## config.mk

```make
export PLATFORM = sky130hd
export DESIGN_NAME = multicycle_ctrl
export DESIGN_NICKNAME = d
export VERILOG_FILES = /design/src/rtl/multicycle_ctrl.sv
export SDC_FILE = /design/constraint.sdc
export NUM_CORES = 1
export LEC_CHECK = 0
export CORE_MARGIN = 3
export CORE_UTILIZATION = 30
export DETAILED_ROUTE_END_ITERATION = 8
export GPL_TIMING_DRIVEN = 0
export SYNTH_ARGS = -nofsm -noshare
export SYNTH_HDL_FRONTEND = slang
export SYNTH_SLANG_ARGS = --single-unit
```

## constraint.sdc

```tcl
create_clock -name CLK -period 3.9 [get_ports CLK]
set_clock_uncertainty 0.1 [all_clocks]
set_input_delay 0.78 -clock CLK [delete_from_list [all_inputs] [get_ports CLK]]
set_output_delay 0.78 -clock CLK [all_outputs]
set_load 0.02 [all_outputs]
```

## src/rtl/multicycle_ctrl.sv

```systemverilog
// Multicycle control FSM for the ARM-subset CPU: sequences fetch/decode/execute,
// holds the NZCV flags and gates every commit with the latched condition result.
//
// state  | meaning
// FETCH  | read instruction at PC, PC <= PC+4
// DECODE | read registers, compute PC+8, latch condition
// MEMADR | address = Rn + imm
// MEMRD  | read data memory
// MEMWB  | write loaded data to Rd
// MEMWR  | write store data to memory
// EXECR  | ALU op with register operand
// EXECI  | ALU op with immediate operand
// ALUWB  | write ALU result to Rd (or PC)
// BRANCH | PC <= PC+8 + offset
module multicycle_ctrl (
  input  logic       CLK,
  input  logic       nRESET,
  input  logic [3:0] Cond,
  input  logic [1:0] Op,
  input  logic [5:0] Funct,
  input  logic [3:0] Rd,
  input  logic [3:0] ALUFlags,
  output logic       PCWrite,
  output logic       AdrSrc,
  output logic       MemW,
  output logic       IRWrite,
  output logic       RegW,
  output logic [1:0] ResultSrc,
  output logic       ALUSrcA,
  output logic [1:0] ALUSrcB,
  output logic [1:0] ALUControl,
  output logic [1:0] ImmSrc,
  output logic [1:0] RegSrc,
  output logic [3:0] Flags,
  output logic [3:0] State
);

  typedef enum logic [3:0] {
    FETCH  = 4'd0,
    DECODE = 4'd1,
    MEMADR = 4'd2,
    MEMRD  = 4'd3,
    MEMWB  = 4'd4,
    MEMWR  = 4'd5,
    EXECR  = 4'd6,
    EXECI  = 4'd7,
    ALUWB  = 4'd8,
    BRANCH = 4'd9
  } state_t;

  state_t     state;
  logic [3:0] flags;
  logic       cond_exr;
  logic       cond_ex;
  logic [1:0] cmd_ctl;
  logic       pc_write, ir_write, reg_w, mem_w;

  always_comb begin
    cond_ex = 1'b0;
    case (Cond)
      4'h0: cond_ex = flags[2];
      4'h1: cond_ex = !flags[2];
      4'h2: cond_ex = flags[1];
      4'h3: cond_ex = !flags[1];
      4'h4: cond_ex = flags[3];
      4'h5: cond_ex = !flags[3];
      4'h6: cond_ex = flags[0];
      4'h7: cond_ex = !flags[0];
      4'h8: cond_ex = flags[1] && !flags[2];
      4'h9: cond_ex = !flags[1] || flags[2];
      4'hA: cond_ex = (flags[3] == flags[0]);
      4'hB: cond_ex = (flags[3] != flags[0]);
      4'hC: cond_ex = !flags[2] && (flags[3] == flags[0]);
      4'hD: cond_ex = flags[2] || (flags[3] != flags[0]);
      4'hE: cond_ex = 1'b1;
      default: cond_ex = 1'b0;
    endcase
  end

  // Unknown commands fall back to ADD, which also lets them update C and V.
  always_comb begin
    case (Funct[4:1])
      4'b0010: cmd_ctl = 2'b01;
      4'b0000: cmd_ctl = 2'b10;
      4'b1100: cmd_ctl = 2'b11;
      default: cmd_ctl = 2'b00;
    endcase
  end

  always_ff @(posedge CLK or negedge nRESET) begin
    if (!nRESET) begin
      state    <= FETCH;
      flags    <= 4'b0000;
      cond_exr <= 1'b0;
    end else begin
      case (state)
        FETCH: state <= DECODE;
        DECODE: begin
          cond_exr <= cond_ex;
          case (Op)
            2'b01:   state <= MEMADR;
            2'b00:   state <= Funct[5] ? EXECI : EXECR;
            2'b10:   state <= BRANCH;
            default: state <= FETCH;
          endcase
        end
        MEMADR: state <= Funct[0] ? MEMRD : MEMWR;
        MEMRD:  state <= MEMWB;
        EXECR, EXECI: begin
          state <= ALUWB;
          if (Funct[0] && cond_exr) begin
            flags[3:2] <= ALUFlags[3:2];
            if (!cmd_ctl[1]) flags[1:0] <= ALUFlags[1:0];
          end
        end
        default: state <= FETCH;
      endcase
    end
  end

  always_comb begin
    pc_write   = 1'b0;
    ir_write   = 1'b0;
    reg_w      = 1'b0;
    mem_w      = 1'b0;
    AdrSrc     = 1'b0;
    ResultSrc  = 2'b00;
    ALUSrcA    = 1'b0;
    ALUSrcB    = 2'b00;
    ALUControl = 2'b00;
    case (state)
      FETCH: begin
        ir_write  = 1'b1;
        pc_write  = 1'b1;
        ALUSrcA   = 1'b1;
        ALUSrcB   = 2'b10;
        ResultSrc = 2'b10;
      end
      DECODE: begin
        ALUSrcA   = 1'b1;
        ALUSrcB   = 2'b10;
        ResultSrc = 2'b10;
      end
      MEMADR: ALUSrcB = 2'b01;
      MEMRD:  AdrSrc = 1'b1;
      MEMWR: begin
        AdrSrc = 1'b1;
        mem_w  = cond_exr;
      end
      MEMWB: begin
        ResultSrc = 2'b01;
        reg_w     = cond_exr;
      end
      EXECR: ALUControl = cmd_ctl;
      EXECI: begin
        ALUSrcB    = 2'b01;
        ALUControl = cmd_ctl;
      end
      ALUWB: begin
        reg_w    = cond_exr && (Rd != 4'hF);
        pc_write = cond_exr && (Rd == 4'hF);
      end
      BRANCH: begin
        ALUSrcB   = 2'b01;
        ResultSrc = 2'b10;
        pc_write  = cond_exr;
      end
      default: ;
    endcase
  end

  // Write strobes are cut combinationally so reset silences them immediately.
  assign PCWrite = pc_write && nRESET;
  assign IRWrite = ir_write && nRESET;
  assign RegW    = reg_w && nRESET;
  assign MemW    = mem_w && nRESET;
  assign ImmSrc  = Op;
  assign RegSrc  = {Op == 2'b01, Op == 2'b10};
  assign Flags   = flags;
  assign State   = state;

endmodule

```

==> impl_metrics.ini <==
[detailed_routing]
firstDrtPassIters = 4
drt_wl_total_um = 2370
viasPerCell = 5.08
drtIter0Drc = 29
ant_nets = 0
wl_per_cell_um = 12.9
drc_errors = 0
via_count = 930

[finish]
layoutNonFillerInstCount = 183
finalInstanceArea_mm2 = 0.00139
area_delta_synth_final_pct = 55.5
nets = 175
diodes = 0
final_core_util = 0.496
drive_gt1_frac = 0.145

[floorplan]
dieHeight_um = 60.6
core_mm2 = 0.00281
rows = 19
ioPinCount = 46
die_w_um = 60.6
dieArea_mm2 = 0.00367
initial_core_util = 0.319

[place]
port_buffers = 43
hpwl_um = 1920
place_ws_ps = 206
gp_congestion = 0.749
placedInstanceArea_mm2 = 0.00136
dp_cells = 179

[power]
p_leak_nw = 0.568
power_density_mw_per_mm2 = 640
ir_worst_vdd_mv = 0.229

[synth]
synthDistinctLibCells = 46
ys.flop_type = dfrtp_1
synthesis.area_um2 = 895
yosys_warnings = 0
yosys.area.top_type = dfrtp_1
async_flop_share = 1.00
synth_fp_nets = 127
ys_seq_elements = 9
synth_top_area_frac = 0.252
ys_seq_area_frac = 0.252
synth_most_common_cell = dfrtp_1
synth_edf_count = 0
synth_area_leaders = dfrtp_1 (25%), nor3_1 (4.5%), buf_6 (3.8%), mux2_1 (3.8%), mux2i_1 (3.4%)
synthTopCellsByCount = dfrtp_1 (9), nor3_1 (8), nor2_1 (7)
avgSynthCellArea_um2 = 8.52
syn_inst = 105

[sta]
fin_crit_sh = 0.934
setup_slack_ps = 257
fin_tns_setup_ps = 0
timing.final.crit_period_ps = 3640
setup_violations = 0
max_freq_ghz = 0.274
finalHoldViolations = 0
max-slew-margin-rel = 0.673
slew_violations = 0
tightest_slew_ps = 489
rsz0062_at_grt = no

[cts]
cts_tree = built
clkTransAtPathRegs_ps = 70
cts_resized = 0
htreeDepth = 1
cts_sinks = 9
insertion_delay_ps = 260
cts.path.max_buffers = 2
cts_made_buffers = 3
cts-root-buf = clkbuf_4
cts_setup_buffers = 0
holdBufCountCts = 0

[grt]
grt_usage = 0.135
antenna_found_initial = 0
grt_pass1_vias = 888
grt_max_degree = 12
overflow = 0
grt_pass1_wl_um = 3880

[critical_path]
crit_path_start_kind = input port
end_kind = output pin
path_max_fanout = 11
critPathMostFrequentCell = clkdlybuf4s50_1
crit_path_cell_trace = clkdlybuf4s50_1 > nand2_1 > a2111oi_2 > clkdlybuf4s50_1
arrival_ps = 2760
path_buf_inv = 2
critPathRequiredTime_ps = 3020
cpLargestDelayFamily = buffers and inverters
cp_slowest_cell = clkdlybuf4s50_1
critical_path_class = in2out
max_stage_delay_ps = 770

[run_status]
status = finished clean

[min_path]
min_path_type = reg2reg

[run]
cap_violations = 0
==> cell families (layout without fill, tap and decap cells) <==
group,Yosys count,after routing,synth area share
flops,9,9,0.252
buf+inv,15,62,0.108
simple gates,45,45,0.315
compound gates,25,25,0.203
mux,7,7,0.0839
xor+xnor,4,4,0.0392
==> cell type report <==
cell class	count	area, um2
Buffer	11	81.3
Inverter	4	15.0
Fill cell	279	1410
Clock buffer	3	22.5
Sequential cell	9	225
Clock inverter	1	5.00
Timing Repair Buffer	43	430
Tap cell	31	38.8
Multi-Input combinational cell	81	573
==> routing by layer <==
metal	routed length [um]	vias up	global-route usage	part of all wire
li1	-	477	-	-
met1	1070	430	0.183	0.45
met2	1180	21	0.231	0.50
met3	93	2	0.0191	0.039
met4	18	0	0.0279	0.0076
met5	0	-	0	0
==> power breakdown <==
group          switching, mW  leakage, nW  internal [mW]
logic                  0.312        0.435          0.317
registers             0.0552        0.116          0.134
clock network         0.0341       0.0177         0.0378
==> worst reg2reg max path: cells and delay by family, from the launching register on <==
kind	cells	cell delay (ps)
DFF	1	370
buffers and inverters	1	180
and+or+nand+nor	3	480
muxes	1	320
==> placed cells by master, fill, tap and decap left out, drive strengths merged, types with 2 or more instances in the layout <==
cell type and count:
o21ai 4, nand4 2, nand2 6, a21oi 4, nor2b 4, xnor2 3, mux2 4, or2 2
clkdlybuf4s50 43, buf 11, a31oi 2, nor4bb 3, nor3 8, mux2i 3, nor2 8, clkbuf 3
inv 4, o22ai 2, nand2b 5, dfrtp 9, a21boi 2
==> registers in the layout, summed over array words and instances, names as in the netlist <==
| register | cells |
|---|---|
| cond_exr | 1 |
| Flags | 4 |
| State | 4 |
==> path summary, 6_finish.rpt <==
kind / start / endpoint / slack, ps / cells after the start
min in group asynchronous: nRESET / State[0]$_DFF_PN0_ / 740 / 1
hold / removal: Flags[1]$_DFFE_PN0P_ / Flags[1]$_DFFE_PN0P_ / 490 / 1
setup / recovery: nRESET / RegW / 260 / 4
max in group asynchronous: nRESET / State[3]$_DFF_PN0_ / 2620 / 1
hold reg to reg: Flags[1]$_DFFE_PN0P_ / Flags[1]$_DFFE_PN0P_ / 490 / 1
setup reg to reg: State[3]$_DFF_PN0_ / Flags[0]$_DFFE_PN0P_ / 2340 / 5
==> metrics by stage <==
stage | hold WS (ps) | total power, mW
final | 489 | 0.890
after global routing | 546 | 0.958
after CTS | 499 | 0.899
after detailed placement | 479 | 0.823
after global placement | 471 | 0.813
after floorplan | 384 | 0.566
Power figures use the tool's default switching activity.
